===== config.mk =====
export PLATFORM = sky130hd
export DESIGN_NAME = el_lfib_gen_flat
export DESIGN_NICKNAME = d
export VERILOG_FILES = /design/src/rtl/el_lfib_gen_if.sv /design/src/rtl/el_lfib_gen.sv /design/src/flat_wrapper.sv
export SDC_FILE = /design/constraint.sdc
export NUM_CORES = 1
export LEC_CHECK = 0
export BUFFER_PORTS_ARGS = -buffer_cell sky130_fd_sc_hd__buf_2
export CAP_MARGIN = 5
export CELL_PAD_IN_SITES_DETAIL_PLACEMENT = 0
export CELL_PAD_IN_SITES_GLOBAL_PLACEMENT = 1
export CORE_ASPECT_RATIO = 1.4
export CORE_MARGIN = 2
export CORE_UTILIZATION = 42
export CTS_CLUSTER_DIAMETER = 150
export DETAILED_ROUTE_END_ITERATION = 10
export PLACE_DENSITY_LB_ADDON = 0.1
export SETUP_SLACK_MARGIN = 0.2
export SLEW_MARGIN = 20
export SYNTH_ARGS = -nofsm -noshare
export SYNTH_HDL_FRONTEND = slang
export SYNTH_SLANG_ARGS = --single-unit

===== constraint.sdc =====
create_clock -name clk -period 4.2 [get_ports clk]
set_input_delay 0.63 -clock clk [delete_from_list [all_inputs] [get_ports clk]]
set_output_delay 0.63 -clock clk [all_outputs]
set_load 0.005 [all_outputs]

===== src/rtl/el_lfib_gen_if.sv =====
// Handshake/bus bundle for el_lfib_gen: run control, dual-rail output link and status.
interface el_lfib_gen_if #(
  parameter int WIDTH    = 32,
  parameter int RAIL_NUM = 2,
  parameter int CNT_W    = 16
) ();
  logic                      start;
  logic                      mode;
  logic [WIDTH-1:0]          seed;
  logic [CNT_W-1:0]          len;
  logic                      ack_i;
  logic [RAIL_NUM*WIDTH-1:0] out;
  logic                      busy;
  logic                      done;
  logic                      ovf;
  logic [CNT_W-1:0]          count;

  modport master (
    output start, mode, seed, len, ack_i,
    input  out, busy, done, ovf, count
  );

  modport slave (
    input  start, mode, seed, len, ack_i,
    output out, busy, done, ovf, count
  );
endinterface


===== src/rtl/el_lfib_gen.sv =====
// Generalised ORDER-bonacci generator emitting each term on a dual-rail,
// four-phase return-to-zero link driven straight from a register.
module el_lfib_gen #(
  parameter int WIDTH       = 32,
  parameter int ORDER       = 2,
  parameter int RAIL_NUM    = 2,
  parameter int CNT_W       = 16,
  parameter int SYNC_STAGES = 2
) (
  input  logic        clk,
  input  logic        rst,
  el_lfib_gen_if.slave bus
);
  localparam int SUM_W = WIDTH + $clog2(ORDER);

  typedef enum logic [1:0] {S_IDLE, S_DATA, S_NULL, S_DONE} state_t;

  state_t                    state_reg, state_next;
  logic [WIDTH-1:0]          h_reg  [ORDER];
  logic [WIDTH-1:0]          h_next [ORDER];
  logic [SYNC_STAGES-1:0]    ack_sync_reg;
  logic                      ack_s;
  logic                      mode_reg, mode_next;
  logic [CNT_W-1:0]          len_reg, len_next;
  logic [CNT_W-1:0]          count_reg, count_next, count_inc;
  logic                      ovf_reg, ovf_next;
  logic [RAIL_NUM*WIDTH-1:0] out_reg, out_next;
  logic [SUM_W-1:0]          sum;
  logic                      sum_ovf;

  assign ack_s     = ack_sync_reg[SYNC_STAGES-1];
  assign count_inc = count_reg + 1'b1;

  always_comb begin
    sum = '0;
    for (int k = 0; k < ORDER; k++) begin
      sum = sum + SUM_W'(h_reg[k]);
    end
    sum_ovf = |sum[SUM_W-1:WIDTH];
  end

  always_comb begin
    state_next = state_reg;
    h_next     = h_reg;
    mode_next  = mode_reg;
    len_next   = len_reg;
    count_next = count_reg;
    ovf_next   = ovf_reg;
    case (state_reg)
      S_IDLE, S_DONE: begin
        if (bus.start) begin
          h_next[0] = bus.seed;
          for (int k = 1; k < ORDER; k++) begin
            h_next[k] = '0;
          end
          mode_next  = bus.mode;
          len_next   = bus.len;
          count_next = '0;
          ovf_next   = 1'b0;
          state_next = S_DATA;
        end
      end
      S_DATA: begin
        if (ack_s) begin
          state_next = S_NULL;
        end
      end
      S_NULL: begin
        if (!ack_s) begin
          count_next = count_inc;
          if ((len_reg != '0) && (count_inc == len_reg)) begin
            state_next = S_DONE;
          end else if (mode_reg && sum_ovf) begin
            ovf_next   = 1'b1;
            state_next = S_DONE;
          end else begin
            h_next[0] = sum[WIDTH-1:0];
            for (int k = 1; k < ORDER; k++) begin
              h_next[k] = h_reg[k-1];
            end
            state_next = S_DATA;
          end
        end
      end
      default: state_next = S_IDLE;
    endcase
  end

  // Output rails are computed from the next state so the link register
  // switches on the same edge as the FSM and never shows a partial word.
  for (genvar gi = 0; gi < WIDTH; gi++) begin : g_rail
    assign out_next[RAIL_NUM*gi]   = (state_next == S_DATA) &  h_next[0][gi];
    assign out_next[RAIL_NUM*gi+1] = (state_next == S_DATA) & ~h_next[0][gi];
  end

  always_ff @(posedge clk) begin
    if (rst) begin
      state_reg    <= S_IDLE;
      ack_sync_reg <= '0;
      mode_reg     <= 1'b0;
      len_reg      <= '0;
      count_reg    <= '0;
      ovf_reg      <= 1'b0;
      out_reg      <= '0;
      for (int k = 0; k < ORDER; k++) begin
        h_reg[k] <= '0;
      end
    end else begin
      state_reg    <= state_next;
      ack_sync_reg <= {ack_sync_reg[SYNC_STAGES-2:0], bus.ack_i};
      mode_reg     <= mode_next;
      len_reg      <= len_next;
      count_reg    <= count_next;
      ovf_reg      <= ovf_next;
      out_reg      <= out_next;
      for (int k = 0; k < ORDER; k++) begin
        h_reg[k] <= h_next[k];
      end
    end
  end

  assign bus.out   = out_reg;
  assign bus.busy  = (state_reg == S_DATA) || (state_reg == S_NULL);
  assign bus.done  = (state_reg == S_DONE);
  assign bus.ovf   = ovf_reg;
  assign bus.count = count_reg;
endmodule

===== src/flat_wrapper.sv =====
// flat-port wrapper written by rule: the top's interface ports become plain ports
module el_lfib_gen_flat 
#(
  parameter int WIDTH       = 32,
  parameter int ORDER       = 2,
  parameter int RAIL_NUM    = 2,
  parameter int CNT_W       = 16,
  parameter int SYNC_STAGES = 2
)
  (clk, rst, bus_start, bus_mode, bus_seed, bus_len, bus_ack_i, bus_out, bus_busy, bus_done, bus_ovf, bus_count);
  el_lfib_gen_if #(.WIDTH(WIDTH), .RAIL_NUM(RAIL_NUM), .CNT_W(CNT_W)) bus_i ();
  input  logic clk;
  input  logic rst;
  input wire logic [$bits(bus_i.start)-1:0] bus_start;
  input wire logic [$bits(bus_i.mode)-1:0] bus_mode;
  input wire logic [$bits(bus_i.seed)-1:0] bus_seed;
  input wire logic [$bits(bus_i.len)-1:0] bus_len;
  input wire logic [$bits(bus_i.ack_i)-1:0] bus_ack_i;
  output wire logic [$bits(bus_i.out)-1:0] bus_out;
  output wire logic [$bits(bus_i.busy)-1:0] bus_busy;
  output wire logic [$bits(bus_i.done)-1:0] bus_done;
  output wire logic [$bits(bus_i.ovf)-1:0] bus_ovf;
  output wire logic [$bits(bus_i.count)-1:0] bus_count;
  assign bus_i.start = bus_start;
  assign bus_i.mode = bus_mode;
  assign bus_i.seed = bus_seed;
  assign bus_i.len = bus_len;
  assign bus_i.ack_i = bus_ack_i;
  assign bus_out = bus_i.out;
  assign bus_busy = bus_i.busy;
  assign bus_done = bus_i.done;
  assign bus_ovf = bus_i.ovf;
  assign bus_count = bus_i.count;
  el_lfib_gen #(.WIDTH(WIDTH), .ORDER(ORDER), .RAIL_NUM(RAIL_NUM), .CNT_W(CNT_W), .SYNC_STAGES(SYNC_STAGES)) u_core (.clk(clk), .rst(rst), .bus(bus_i));
endmodule

; ---- Yosys cells after proc, flatten, opt, wreduce, memory -nomap -nowiden
; Index checks and enable logic that the tools add are counted.
[totals]
ff_bits = 166
inputBits = 53
out_inout_bits = 83
[classes]
reduce_logical = 11
n_mux = 19
bitwise = 96
n_eq_ne = 10
addsub = 2
[op_table]
columns = cell, count
row1 = $mux 64, 4
row2 = $pmux 64 s2, 1
row3 = $and 1x1->1, 64
row4 = $add 32x32->33, 1
row5 = $mux 16, 2
row6 = $not 1->1, 32
row7 = $pmux 16 s2, 1
row8 = $add 16x1->16 const B, 1
row9 = $eq 16x16->1, 1
row10 = $reduce_bool 16->1, 1
row11 = $mux 2, 5
row12 = $reduce_and 5->1, 2
row13 = $ne 2x2->1 const B, 4
row14 = $pmux 2 s3, 1
row15 = $eq 2x1->1 const B, 2
row16 = $eq 2x2->1 const B, 2
row17 = $mux 1, 4
row18 = $reduce_and 3->1, 1
row19 = $logic_and 1x1->1, 2
row20 = $logic_not 2->1, 1
row21 = $ne 2x1->1 const B, 1
row22 = $pmux 1 s2, 1
row23 = $reduce_and 2->1, 1
row24 = $reduce_bool 2->1, 1
row25 = other kinds (2), 2

; ---- Depth between registers and ports, before layout
; Gate-level depths: netlist of the first run.
[logic_depth]
ltp_word = 8
depth_mapped = 14
ltp_nobuf = 11

; ---- Worst setup path after synthesis of the first run
; Ideal clock, no wire load.
[synth_path]
path_kind = register to register
startpoint = register u_core.count_reg[0] (netlist: u_core.bus.count[0])
endpoint = register u_core.out_reg[9] (netlist: u_core.bus.out[9])
path_stages_with_launch = 13
n_path_buf = 3
path_slack_ps = 1200
arrival_time_ps = 2884
t_required_ps = 4084
cell_sequence = dfxtp_1 > ha_1 > buf_4 > nand3_1 > or4_4 > xnor2_2 > a2111oi_2 > and4_1 > buf_6 > nor4_2 > o31a_1 > buf_2 > and4_1
[synth_via]
elab_chain_len = 8
elab_cells_between_ends = 12
cone_classes = add/sub: 1 / eq/ne: 2 / mux: 6 / bitwise: 2 / reduce/logical: 1
[synth_lines]
columns = item, line
row1 = start: declaration, el_lfib_gen.sv:25  ; logic [CNT_W-1:0] count_reg, count_next, count_inc;
row2 = start signal: assignment, el_lfib_gen.sv:113  ; count_reg <= count_next;
row3 = $add 16x1->16 (*), el_lfib_gen.sv:32  ; assign count_inc = count_reg + 1'b1;
row4 = $eq 16x16->1 (*), el_lfib_gen.sv:71  ; if ((len_reg != '0) && (count_inc == len_reg)) begin
row5 = $logic_and 1x1->1 (*), el_lfib_gen.sv:71
row6 = $mux 2 / $mux 64 (equally long branches), el_lfib_gen.sv:71
row7 = $mux 2 / $mux 64 (equally long branches), el_lfib_gen.sv:69  ; if (!ack_s) begin
row8 = $pmux 2 s3 / $pmux 64 s2 (equally long branches), el_lfib_gen.sv:49  ; case (state_reg)
row9 = $eq 2x1->1 / $not 1->1 (equally long branches), el_lfib_gen.sv:93  ; assign out_next[RAIL_NUM*gi+1] = (state_next == S_DATA) & ~h_next[0][gi];
row10 = $and 1x1->1 (*), el_lfib_gen.sv:93
row11 = end signal: assignment, el_lfib_gen.sv:115  ; out_reg <= out_next;
row12 = end: declaration, el_lfib_gen.sv:27  ; logic [RAIL_NUM*WIDTH-1:0] out_reg, out_next;
; Every way passes the cells marked *; elsewhere a longest branch is shown, timed or not. The select of a mux whose other input is x is not followed.
; A chain may end at the register's enable or synchronous reset.

; ---- Worst setup path in the final report of the first run
[layout_path]
startpoint = register u_core.count_reg[0] (netlist: u_core.bus.count[0])
endpoint = register u_core.out_reg[29] (netlist: u_core.bus.out[29])
; Same word-level chain as after synthesis.

==> results of run 1 <==
[cell families after synthesis]
family / after synthesis / synth area share
AOI/OAI and AO/OA: 366 / 0.2625
and+or+nand+nor: 333 / 0.2021
DFF: 166 / 0.3867
buffers and inverters: 94 / 0.04776
xor gates and xnor gates: 41 / 0.04266
adders and majority gates: 37 / 0.05475
muxes: 3 / 0.003495
[metal layers]
metal / vias to the layer above / GRT usage / routed length [um]
met4: 0 / 0.1042 / 883
li1: 4079 / - / -
met1: 3917 / 0.2827 / 11270
met3: 51 / 0.03827 / 776
met5: - / 0 / 0
met2: 171 / 0.4133 / 13050
[final cells by class]
| cell class | instances | area share |
|---|---|---|
| clock buffers | 17 | 0.04212 |
| clock inverters | 15 | 0.01809 |
| inverters | 19 | 0.007061 |
| multi-input cells | 780 | 0.4861 |
| flip-flops and latches | 166 | 0.3290 |
| well taps | 252 | 0.03122 |
| repair buffers | 156 | 0.08646 |
[power groups by stage]
stage,combinational (W),clock (W),sequential (W)
after CTS,0.000453,0.00166,0.00170
after global routing,0.000493,0.00173,0.00171
after global placement,0.000449,0,0.00174
after floorplan,0.000264,0,0.00173
final,0.000447,0.00164,0.00170
after detailed placement,0.000451,0,0.00174
[worst register-to-register path, stage by stage (launching register included)]
cell	delay, ps
dfxtp_1	500
ha_1	370
nand3_1	290
or4_4	600
xnor2_2	160
a2111oi_2	60
and4_2	340
nor4_2	430
o31a_1	300
buf_4	360
and4_1	240
[layout by cell type, fill, tap and decap left out, types with 5 or more instances in the layout]
cell type,instances
o21ai_0,83
o211ai_1,6
clkbuf_16,17
a21oi_1,136
nor4_1,20
a211oi_1,12
nand3_1,19
nor2_1,61
nor3_1,21
o31ai_1,11
xor2_1,12
and4_1,15
ha_1,36
a22oi_1,15
nand4_1,43
buf_4,19
a21o_1,9
nand2_1,91
and2_1,9
inv_8,5
inv_1,19
dfxtp_1,166
nand3b_1,5
nor2b_1,6
a22o_1,6
buf_2,134
a31oi_1,26
nand2b_1,6
and3_1,24
a222oi_1,5
xnor2_1,28
o21a_1,9
[worst max-delay path by stage]
stage	endpoint	slack, ps	cells past startpoint
2_1_floorplan	u_core.bus.out[9]	1200	12
4_1_cts	u_core.bus.out[49]	410	10
5_1_grt	u_core.bus.out[41]	270	10
3_5_place_dp	u_core.bus.out[49]	440	10
3_3_place_gp	u_core.bus.out[9]	490	10
6_report	u_core.bus.out[29]	490	10
[stage by stage]
step                      instances  hold WS [ps]  area (sq um)
after detailed placement       1372         428.8          9484
after global placement         1372         427.2          9479
after floorplan                1040         413.8          8593
final                          1405         410.3         10100
after global routing           1405         396.1         10100
after CTS                      1404         398.7         10090
[repair_timing]
action	CTS	global route
endpoints found under the setup margin	0	22
hold buffers	0	0
gates resized for setup	0	1
buffers inserted	0	1
==> results.cfg, run 1 <==
[outcome]
status = complete, no violations

[route]
wire_per_inst_um = 18.49
vias = 8218
drtAntennaViolNets = 0
vias_per_cell = 5.849
drc_errors = 0
drt-total-wl_um = 25980
dr.first_iter.drc_count = 422
dr.pass1.iters = 5

[setup_path]
crit_family = simple AND/OR/NAND/NOR gates
critical_path.max_fanout = 27
r2r-end = u_core.bus.out[29]
path_buf_inv = 1
setup.worst_path.start_class = flop
arrival_ps = 4080
cp_cell_sequence = ha_1 > nand3_1 > or4_4 > xnor2_2 > a2111oi_2 > and4_2 > nor4_2 > o31a_1 > buf_4 > and4_1
r2r_cells = 10
timing.critical_path.from = u_core.bus.count[0]
reg2reg_slack_ps = 490
cp_slowest_cell = or4_4
end_kind = flop
r2r_start = u_core.bus.count[0]
path_class = reg2reg
critPathRequiredTime_ps = 4570
max_stage_delay_ps = 600

[timing]
rsz0062_at_grt = no
period_needed_ps = 3709
min_period_over_period = 0.8830
finClkSkew_ps = 11.49
slew_viol_final = 0
worst_pin_slew_ps = 1019
hold_violations = 0
max_freq_ghz = 0.2696
setup_viol = 0
tns_ps = 0
slew_headroom = 0.3205
fin_ws_ps = 491.3

[synth]
synthesis.area_sq_um = 8593
synthArstFlopShare = 0
synth_edf_count = 0
avgSynthCellArea_sq_um = 8.263
ys_warn_count = 0
synth.area.top_cells = dfxtp_1 (39%), a21oi_1 (8.0%), ha_1 (5.2%)
synthMostInstantiatedCell = dfxtp_1
synth_top_area_frac = 0.3867
netlist.top_cell.by_area = dfxtp_1
syn_nets = 1130
synth-main-ff-cell = dfxtp_1
synth.yosys.seq_area_share = 0.3867
netlist_instances = 1040
synth-seq-cells = 166
yosysUniqueCellTypes = 68
synthTopCellsByCount = dfxtp_1 (166), a21oi_1 (137), nand2_1 (91)

[power_and_ir_drop]
power.density_nw_per_um2 = 375.0
max-vdd-ir-drop_uv = 274.9
p_comb_frac = 0.118
clkPwrFrac = 0.433
switching_share = 0.2786
leakage_nw = 4.143
p_int_w = 0.002733
switching_power_w = 0.001055
pwr-share-seq = 0.449
total_power_w = 0.003788

[final_layout]
final_layout_size_suffix_gt1_frac = 0.1821
multi_input_area_sq_um = 4910
syn_to_final_growth_pct = 17.54
fin_util = 0.5051
fillCellCount = 2003
seqCellArea_sq_um = 3323
diodes = 0
fin_nets = 1230

[global_routing]
grt_pass1_vias = 7937
grt_util_all_layers = 0.2354
grt_max_degree = 84
overflow = 0
antenna_found_initial = 0
grt_pass1_wl_um = 41460

[floorplan]
io_pins = 136
fp-row-count = 61
core_area_sq_um = 20000
die_h_um = 173.2
initial_core_util = 0.4297
die_w_um = 124.9
dieArea_sq_um = 21640

[placement]
dp_hpwl_um = 17940
port_buffers = 135
gp_congestion = 0.8997
dp_slack_ps = 439.1

[worst_hold_path]
hold_class = in2reg
whs_path_depth = 2
min_to = u_core.ack_sync_reg[0]
hp-start = bus_ack_i

[cts]
max-clock-path-buffers = 2
clk_latency_ps = 430
cts-root-buf = clkbuf_16
clk_pin_slew_ps = 70
htreeDepth = 4
cts_tree = yes
numCtsBuffers = 17
cts.sinks = 166

[flow_run]
maxCapViolCount = 0
Note: power is estimated with default switching activity, not from simulation.
==> inputs of run 2 (changes only) <==
--- a/config.mk
+++ b/config.mk
@@ -14,7 +14,7 @@
 export CORE_UTILIZATION = 42
 export CTS_CLUSTER_DIAMETER = 150
 export DETAILED_ROUTE_END_ITERATION = 10
-export PLACE_DENSITY_LB_ADDON = 0.1
+export PLACE_DENSITY = 0.82
 export SETUP_SLACK_MARGIN = 0.2
 export SLEW_MARGIN = 20
 export SYNTH_ARGS = -nofsm -noshare
==> run 2 against run 1 <==
Worst hold slack got worse by 9.5 ps. Via count increased by 1.0%. Clock power fell by 11%. Worst setup slack improved by 100 ps. Power decreased by 4.7%. Combinational power is 1% lower. Routed wire length down 2.7%. Critical path type unchanged.
==> results.cfg, run 2 (synthesized netlist as in run 1, its figures left out) <==
[global_routing]
antenna_found_initial = 0
grt_pass1_wl_um = 40830
grt_pass1_vias = 7862
grt_max_degree = 59
grt_util_all_layers = 0.2301
overflow = 0

[timing]
hold_violations = 0
slew_headroom = 0.3636
finClkSkew_ps = 14.81
rsz0062_at_grt = yes
tns_ps = 0
period_needed_ps = 3605
worst_pin_slew_ps = 952.9
min_period_over_period = 0.8582
max_freq_ghz = 0.2774
slew_viol_final = 0
setup_viol = 0

[power_and_ir_drop]
leakage_nw = 4.099
switching_share = 0.2783
max-vdd-ir-drop_uv = 240.3
clkPwrFrac = 0.406
p_comb_frac = 0.122
power.density_nw_per_um2 = 360.4
switching_power_w = 0.001005
p_int_w = 0.002606
pwr-share-seq = 0.472

[setup_path]
setup.worst_path.start_class = flop
path_class = reg2reg
end_kind = flop
critical_path.max_fanout = 55
critPathRequiredTime_ps = 4500
arrival_ps = 3900

[cts]
clk_latency_ps = 440
numCtsBuffers = 17
cts.sinks = 166
max-clock-path-buffers = 2
cts-root-buf = clkbuf_16
clk_pin_slew_ps = 70
holdBufCountCts = 0
cts_tree = yes
htreeDepth = 4

[floorplan]
fp-row-count = 61
io_pins = 136
die_w_um = 124.9
die_h_um = 173.2
initial_core_util = 0.4297
dieArea_sq_um = 21640
core_area_sq_um = 20000

[final_layout]
seqCellArea_sq_um = 3323
final_cell_mix = dfxtp_1 (166), a21oi_1 (136), buf_2 (134)
final_layout_size_suffix_gt1_frac = 0.1811
diodes = 0
fillCellCount = 2009
syn_to_final_growth_pct = 16.56
multi_input_area_sq_um = 4905
fin_util = 0.5009
fin_nets = 1231
final_common_cell = dfxtp_1

[route]
wire_per_inst_um = 17.99
vias = 8302
drtAntennaViolNets = 0
drc_errors = 0
dr.pass1.iters = 6
vias_per_cell = 5.905
drt-total-wl_um = 25290
dr.first_iter.drc_count = 502

[placement]
dp_hpwl_um = 17730
port_buffers = 135
gp_congestion = 0.9241

[outcome]
status = complete, no violations

[flow_run]
maxCapViolCount = 0

[worst_hold_path]
hold_class = in2reg
[run 2: cell count changes in the layout (fill, tap and decap cells not counted), sizes merged]
cell	change
buf	+1
bufinv	-2
clkbuf	+3
clkinv	+4
clkinvlp	+2
inv	-7
[run 2: final timing paths]
| check | from | end | slack (ps) | cells after the start |
|---|---|---|---|---|
| max | u_core.bus.count[0] | u_core.h_reg[53] | 600 | 10 |
| min | bus_ack_i | u_core.ack_sync_reg[0] | 400 | 2 |
| max reg2reg | u_core.bus.count[0] | u_core.h_reg[53] | 600 | 10 |
| min reg2reg | u_core.ack_sync_reg[0] | u_core.ack_sync_reg[1] | 440 | 1 |
[run 2: power by group through the flow]
stage / clock (W) / combinational [W] / sequential [W]
after floorplan: 0 / 0.000264 / 0.00173
after global placement: 0 / 0.000438 / 0.00174
after detailed placement: 0 / 0.000440 / 0.00174
after CTS: 0.00150 / 0.000442 / 0.00170
after global routing: 0.00156 / 0.000488 / 0.00171
final: 0.00146 / 0.000442 / 0.00170
[run 2: area by class of cell]
type,count,area share
Tap cell,252,0.03148
Clock inverter,12,0.009869
Sequential cell,166,0.3318
Timing Repair Buffer,157,0.08545
Multi-Input combinational cell,780,0.4897
Inverter,19,0.007121
Clock buffer,20,0.04460
[run 2: routing by layer]
layer	wire (um)	up-vias	GRT usage	share of wire
met5	0	-	0	0
met4	697	0	0.09398	0.028
met3	1131	43	0.03704	0.045
met2	12590	241	0.3975	0.50
met1	10870	3937	0.2853	0.43
li1	-	4081	-	-
[run 2: through the flow]
stage               total power, W  cells  hold slack (ps)  area, sq um  setup slack [ps]
finish                    0.003610   1406            400.8        10020             595.4
global route              0.003757   1406            395.5        10020             196.8
CTS                       0.003647   1405            385.0        10010             516.8
global placement          0.002176   1373            433.4         9462             708.8
detailed placement        0.002178   1373            430.6         9462             540.7
floorplan                 0.001994   1040            413.8         8593              1200
[run 2: critical path: stages (launching register included)]
cell       delay, ps
dfxtp_1          470
ha_1             360
nand3_1          270
or4_4            590
xnor2_2          150
a2111oi_2        260
and4_2           450
nor3_4            80
buf_12           210
a222oi_1         460
a21oi_1          130
[run 2: what timing repair did]
| item | 4_1_cts | 5_1_grt |
|---|---|---|
| setup buffers | 0 | 1 |
| resized for setup | 0 | 1 |
| endpoints found under the setup margin | 0 | 18 |
